`src/rtl/iq_sample_fifo.sv`:
```
// iq_sample_fifo: first-word-fall-through FIFO for complex (I/Q) sample pairs.
//
// Sits between a sample producer and a downstream datapath that pulls samples.
// The head entry is always visible on OutI/OutQ. When the FIFO is empty these
// outputs are forced to zero.
//
// Parameters:
//   W        width of each of I and Q
//   DEPTH    number of entries (power of two, >= 2)
//   AF_LEVEL occupancy at which AlmostFull asserts (1..DEPTH)
//
// Ports:
//   Clk, ResetN          clock, asynchronous active-low reset
//   PushIn, SampI, SampQ write request and sample pair
//   PullOut              read request, pops the head entry
//   OutI, OutQ           head entry (zero when Empty)
//   Empty, Full          occupancy == 0 / occupancy == DEPTH
//   AlmostFull           occupancy >= AF_LEVEL
//   Count                occupancy, 0..DEPTH
//   ClrErr               clears sticky error state
//   Overflow, Underflow  sticky error flags
//   DropCnt              saturating count of dropped pushes
//
// Optional feature macro: IQ_FIFO_ERR_EN.
//   Defined:   error tracking is live.
//   Undefined: the error outputs are tied to 0, ClrErr is ignored, and no
//              error-tracking flops are built.
module iq_sample_fifo #(
  parameter int unsigned W        = 24,
  parameter int unsigned DEPTH    = 4,
  parameter int unsigned AF_LEVEL = DEPTH - 1
) (
  input  logic                     Clk,
  input  logic                     ResetN,
  input  logic                     PushIn,
  input  logic [W-1:0]             SampI,
  input  logic [W-1:0]             SampQ,
  input  logic                     PullOut,
  output logic [W-1:0]             OutI,
  output logic [W-1:0]             OutQ,
  output logic                     Empty,
  output logic                     Full,
  output logic                     AlmostFull,
  output logic [$clog2(DEPTH):0]   Count,
  input  logic                     ClrErr,
  output logic                     Overflow,
  output logic                     Underflow,
  output logic [7:0]               DropCnt
);

  localparam int unsigned AW = $clog2(DEPTH);
  localparam int unsigned PW = AW + 1;
  localparam int unsigned DW = 2 * W;

  // Each entry stores {Q, I}
  logic [DW-1:0] mem [DEPTH];

  // The extra MSB on each pointer distinguishes full from empty
  logic [PW-1:0] wr_ptr;
  logic [PW-1:0] rd_ptr;

  logic          push_ok;
  logic          pull_ok;
  logic [DW-1:0] head;

  // Status flags are derived from the registered pointers
  assign Empty      = (wr_ptr == rd_ptr);
  assign Full       = (wr_ptr[AW-1:0] == rd_ptr[AW-1:0]) &&
                      (wr_ptr[AW] != rd_ptr[AW]);
  assign Count      = wr_ptr - rd_ptr;
  assign AlmostFull = (Count >= PW'(AF_LEVEL));

  // A pull frees a slot in the same cycle, so a push into a full FIFO is
  // accepted only when a pull accompanies it. A pull into an empty FIFO is
  // ignored, and any push in that cycle is still written.
  assign pull_ok = PullOut && !Empty;
  assign push_ok = PushIn && (!Full || PullOut);

  // Pointer registers
  always_ff @(posedge Clk or negedge ResetN) begin
    if (!ResetN) begin
      wr_ptr <= '0;
      rd_ptr <= '0;
    end else begin
      wr_ptr <= wr_ptr + PW'(push_ok);
      rd_ptr <= rd_ptr + PW'(pull_ok);
    end
  end

  // Sample storage is deliberately not reset
  always_ff @(posedge Clk) begin
    if (push_ok) begin
      mem[wr_ptr[AW-1:0]] <= {SampQ, SampI};
    end
  end

  // Fall-through head, forced to zero while empty
  assign head = Empty ? '0 : mem[rd_ptr[AW-1:0]];
  assign OutI = head[W-1:0];
  assign OutQ = head[DW-1:W];

`ifdef IQ_FIFO_ERR_EN
  logic       ovf_evt;
  logic       unf_evt;
  logic       overflow_q;
  logic       underflow_q;
  logic [7:0] drop_cnt_q;

  assign ovf_evt = PushIn && Full && !PullOut;
  assign unf_evt = PullOut && Empty;

  // Sticky error state. A new error wins over a simultaneous clear.
  always_ff @(posedge Clk or negedge ResetN) begin
    if (!ResetN) begin
      overflow_q  <= 1'b0;
      underflow_q <= 1'b0;
      drop_cnt_q  <= 8'd0;
    end else begin
      if (ovf_evt) begin
        overflow_q <= 1'b1;
      end else if (ClrErr) begin
        overflow_q <= 1'b0;
      end

      if (unf_evt) begin
        underflow_q <= 1'b1;
      end else if (ClrErr) begin
        underflow_q <= 1'b0;
      end

      if (ovf_evt) begin
        if (ClrErr) begin
          drop_cnt_q <= 8'd1;
        end else if (drop_cnt_q != 8'hFF) begin
          drop_cnt_q <= drop_cnt_q + 8'd1;
        end
      end else if (ClrErr) begin
        drop_cnt_q <= 8'd0;
      end
    end
  end

  assign Overflow  = overflow_q;
  assign Underflow = underflow_q;
  assign DropCnt   = drop_cnt_q;
`else
  // Error tracking is compiled out, so ClrErr has no effect
  logic unused_clr_err;
  assign unused_clr_err = ClrErr;

  assign Overflow  = 1'b0;
  assign Underflow = 1'b0;
  assign DropCnt   = 8'd0;
`endif

endmodule

```
`config.mk`:
```
export PLATFORM = sky130hd
export DESIGN_NAME = iq_sample_fifo
export DESIGN_NICKNAME = d
export VERILOG_FILES = /design/src/rtl/iq_sample_fifo.sv
export SDC_FILE = /design/constraint.sdc
export NUM_CORES = 1
export LEC_CHECK = 0
export CORE_MARGIN = 2
export CORE_UTILIZATION = 40
export DETAILED_ROUTE_END_ITERATION = 6
export SETUP_SLACK_MARGIN = 0.05
export SYNTH_ARGS = -nofsm -noshare
export SYNTH_HDL_FRONTEND = slang
export SYNTH_SLANG_ARGS = --single-unit
```
`constraint.sdc`:
```
create_clock -name Clk -period 9.92 [get_ports Clk]
set_input_delay 1.984 -clock Clk [delete_from_list [all_inputs] [get_ports Clk]]
set_output_delay 1.984 -clock Clk [all_outputs]
set_load 0.05 [all_outputs]
```
==> summary.txt <==
Outcome
  • Status: finished, final reports clean

Final layout
  • Post-layout net count: 531
  • Layout-stage area growth over the synthesis result: 24.7%
  • Share of final-layout standard cells stronger than drive strength 1: 19.0%

Critical path
  • Req. time, crit path: 7.94 ns
  • Data arrival time of the critical path: 3.21 ns
  • Startpoint kind of the worst setup timing path: flip-flop
  • Crit path capture type: output pin
  • Category of the critical setup timing path: reg -> out
  • Largest fanout on the critical path: 28

Floorplan
  • Site row count: 51
  • Die Span Y: 144 microns
  • Die Outline Area: 20700 sq um
  • Starting density of the core: 40.5%
  • Area of the core: 19300 sq um
  • Chip width: 144 microns
  • Number of top-level pins: 117

Drt
  • Total wirelength of the detailed-routed design: 15.1 mm
  • Number of violations reported at the end of detailed-routing iteration 0: 222
  • WL met1: 6.53 mm
  • Number of antenna-violating nets in the routed design: 0
  • Number of remaining DRC errors: 0
  • Amount of wire on met2 after detailed routing: 7.60 mm
  • Detailed route wirelength on metal3: 841 microns
  • Mean routed wirelength per cell: 20.1 microns
  • Detail-routed via count per cell: 5.01
  • Highest routed metal layer: met4
  • Router iterations before antenna repair: 4
  • Count of vias placed by the detailed router: 3762

Yosys
  • Area of the mapped netlist: 7830 sq um
  • Post-synth EDFFs: 192
  • Post-Synthesis Mean Instance Area: 21.7 sq um
  • Share of the synthesized area in the top cell type: 73.6%
  • Total of warnings raised by yosys: 0
  • Top post-synthesis cells by area: sky130_fd_sc_hd__edfxtp_1 (74%), sky130_fd_sc_hd__mux4_2 (14%), sky130_fd_sc_hd__a21boi_0 (2.6%)
  • Proportion of synthesized chip area in sequential cells: 75.5%
  • Post-Synth XOR/XNOR Area: 0.751%
  • Most instantiated library cell after synthesis: sky130_fd_sc_hd__edfxtp_1
  • Number of storage elements in the synthesis netlist: 198
  • Compound-Gate Fraction of Synth Area: 5.24%
  • Simple logic cell fraction of the synthesized area: 0.479%
  • Gate count after technology mapping: 361
  • Main combinational cell family by area after synthesis: multiplexers
  • Fraction of the mapped netlist area in adder cells: 1.21%
  • Number of distinct library cell variants in the gate-level netlist after synthesis: 28
  • List of most frequent post-synthesis cells: sky130_fd_sc_hd__edfxtp_1 (192), sky130_fd_sc_hd__mux4_2 (48), sky130_fd_sc_hd__a21boi_0 (27)
  • Portion of netlist area occupied by mux cells: 13.8%
  • Flip-flop cell with the highest count after synthesis: sky130_fd_sc_hd__edfxtp_1
  • Leading area contributor after synthesis: sky130_fd_sc_hd__edfxtp_1
  • Async S/R FF share, synth: 3.03%

Placement
  • Post-Place Setup Slack: 5.13 ns
  • Half-perimeter wire length of the detailed placement result: 8.75 mm
  • Placer congestion estimate: 0.696
  • Port bufs: 105

GRT
  • Global-route usage over all layers: 15.6%
  • Global-route wire length before repair: 23.1 mm
  • Pin count of the biggest net entering global routing: 50
  • Vias in the first global route: 4033
  • Antenna violations before repair: 2
  • Remaining global-route overflow: 0

Run
  • Max capacitance violation total: 0

Clocking
  • Maximum level of the CTS H-tree: 4
  • Quantity of gates resized following cts: 0
  • Clock latency reported for the late side of the worst-skew pair: 0.42 ns
  • Clock transition at the registers of the reported paths: 0.06 ns
  • Cts hold-fix bufs: 0
  • Count of clock tree sinks: 198
  • TritonCTS clock tree: built
  • Largest buffer count on any clock path: 2
  • TritonCTS buffer count: 17
  • Setup fix buffers added after clock tree synthesis: 0
  • Clock root buffer: sky130_fd_sc_hd__clkbuf_16

STA
  • Max-slew violation count: 0
  • Final hold vios: 0
  • Final worst clock skew: 0.00792 ns
  • Post-layout worst setup margin: 4.73 ns
  • Minimum clock period: 5.19 ns
  • Tcrit/Tclk final: 52.4%
  • Setup violations, final: 0
  • Sum of negative setup slack: 0 ns
  • FMAX: 0.192 GHz
  • Transition time at the pin with the least slew margin: 1.03 ns
  • Slew margin rel.: 31.3%
  • Unrepaired setup endpoints after global routing: no

Worst hold path
  • Hold Path Class: reg -> reg
[worst max-delay path: stages (launching register included)]
cell                              delay, ns
sky130_fd_sc_hd__dfrtp_1               0.42
sky130_fd_sc_hd__inv_1                 0.08
sky130_fd_sc_hd__ha_1                  0.34
sky130_fd_sc_hd__and2_2                0.54
sky130_fd_sc_hd__buf_4                 0.45
sky130_fd_sc_hd__a21boi_0              0.19
sky130_fd_sc_hd__clkdlybuf4s50_1       0.74
[cell usage in the layout (no fill, tap or decap), types with 3 or more instances in the layout]
cell | synthesis | routed
sky130_fd_sc_hd__clkbuf_16 | 0 | 17
sky130_fd_sc_hd__edfxtp_1 | 192 | 192
sky130_fd_sc_hd__nor2_1 | 3 | 3
sky130_fd_sc_hd__a21boi_0 | 27 | 27
sky130_fd_sc_hd__bufinv_16 | 0 | 3
sky130_fd_sc_hd__conb_1 | 1 | 10
sky130_fd_sc_hd__inv_6 | 0 | 3
sky130_fd_sc_hd__xor2_1 | 3 | 3
sky130_fd_sc_hd__clkinv_1 | 0 | 3
sky130_fd_sc_hd__clkdlybuf4s50_1 | 0 | 105
sky130_fd_sc_hd__inv_1 | 7 | 7
sky130_fd_sc_hd__a21boi_1 | 21 | 21
sky130_fd_sc_hd__buf_4 | 12 | 9
sky130_fd_sc_hd__mux4_2 | 48 | 48
sky130_fd_sc_hd__dfrtp_1 | 6 | 4
sky130_fd_sc_hd__ha_1 | 6 | 6
[final cells by class]
cell class | count | area, sq um
inverters | 7 | 26.3
multi-input cells | 133 | 1780
clock buffers | 19 | 433
clock inverters | 13 | 153
flip-flops and latches | 198 | 5920
well taps | 265 | 332
fillers | 1552 | 9570
diodes | 2 | 5.00
repair buffers | 114 | 1120
[metrics by stage]
stage / cells / hold slack, ns / utilization, % / instance area [sq um]
floorplan: 370 / 0.517 / - / 7870
global placement: 717 / 0.579 / 47.5 / 9180
detailed placement: 717 / 0.597 / 47.5 / 9180
CTS: 749 / 0.618 / 50.5 / 9760
global route: 749 / 0.641 / 50.5 / 9760
finish: 751 / 0.604 / 50.5 / 9770
[metal layers]
layer  global-route usage (%)  vias up
li1                         -     1688
met1                     19.9     1975
met2                     25.6       89
met3                     4.97       10
met4                     4.80        0
met5                        0        -
[kinds of logic (layout without fill, tap and decap cells)]
| kind of cell | count (synthesis) | count (layout) |
|---|---|---|
| other cells | 1 | 12 |
| compound gates | 55 | 55 |
| xor+xnor | 5 | 5 |
| mux | 48 | 48 |
| simple gates | 8 | 8 |
| fa+ha+maj | 7 | 7 |
| buf+inv | 39 | 153 |
| flops | 198 | 198 |
[worst paths after layout]
path | slack [ns] | endpoint | cells past startpoint | startpoint
worst max-delay path | 4.73 | OutQ[2] | 6 | wr_ptr[0]$_DFF_PN0_
worst min-delay path | 0.60 | rd_ptr[2]$_DFF_PN0_ | 1 | rd_ptr[2]$_DFF_PN0_
worst max register to register | 6.40 | mem[1][25]$_DFFE_PP_ | 6 | wr_ptr[0]$_DFF_PN0_
worst min register to register | 0.60 | rd_ptr[2]$_DFF_PN0_ | 1 | rd_ptr[2]$_DFF_PN0_
max in group asynchronous | 7.86 | rd_ptr[0]$_DFF_PN0_ | 1 | ResetN
min in group asynchronous | 1.81 | wr_ptr[1]$_DFF_PN0_ | 1 | ResetN
[state kept, by name (all words and copies together), names as in the netlist]
register,flops
wr_ptr,3
mem,192
rd_ptr,3
Power is left out: the tool's default activity adds up to more than one toggle a clock period on the data nets, which glitch-free logic cannot reach.
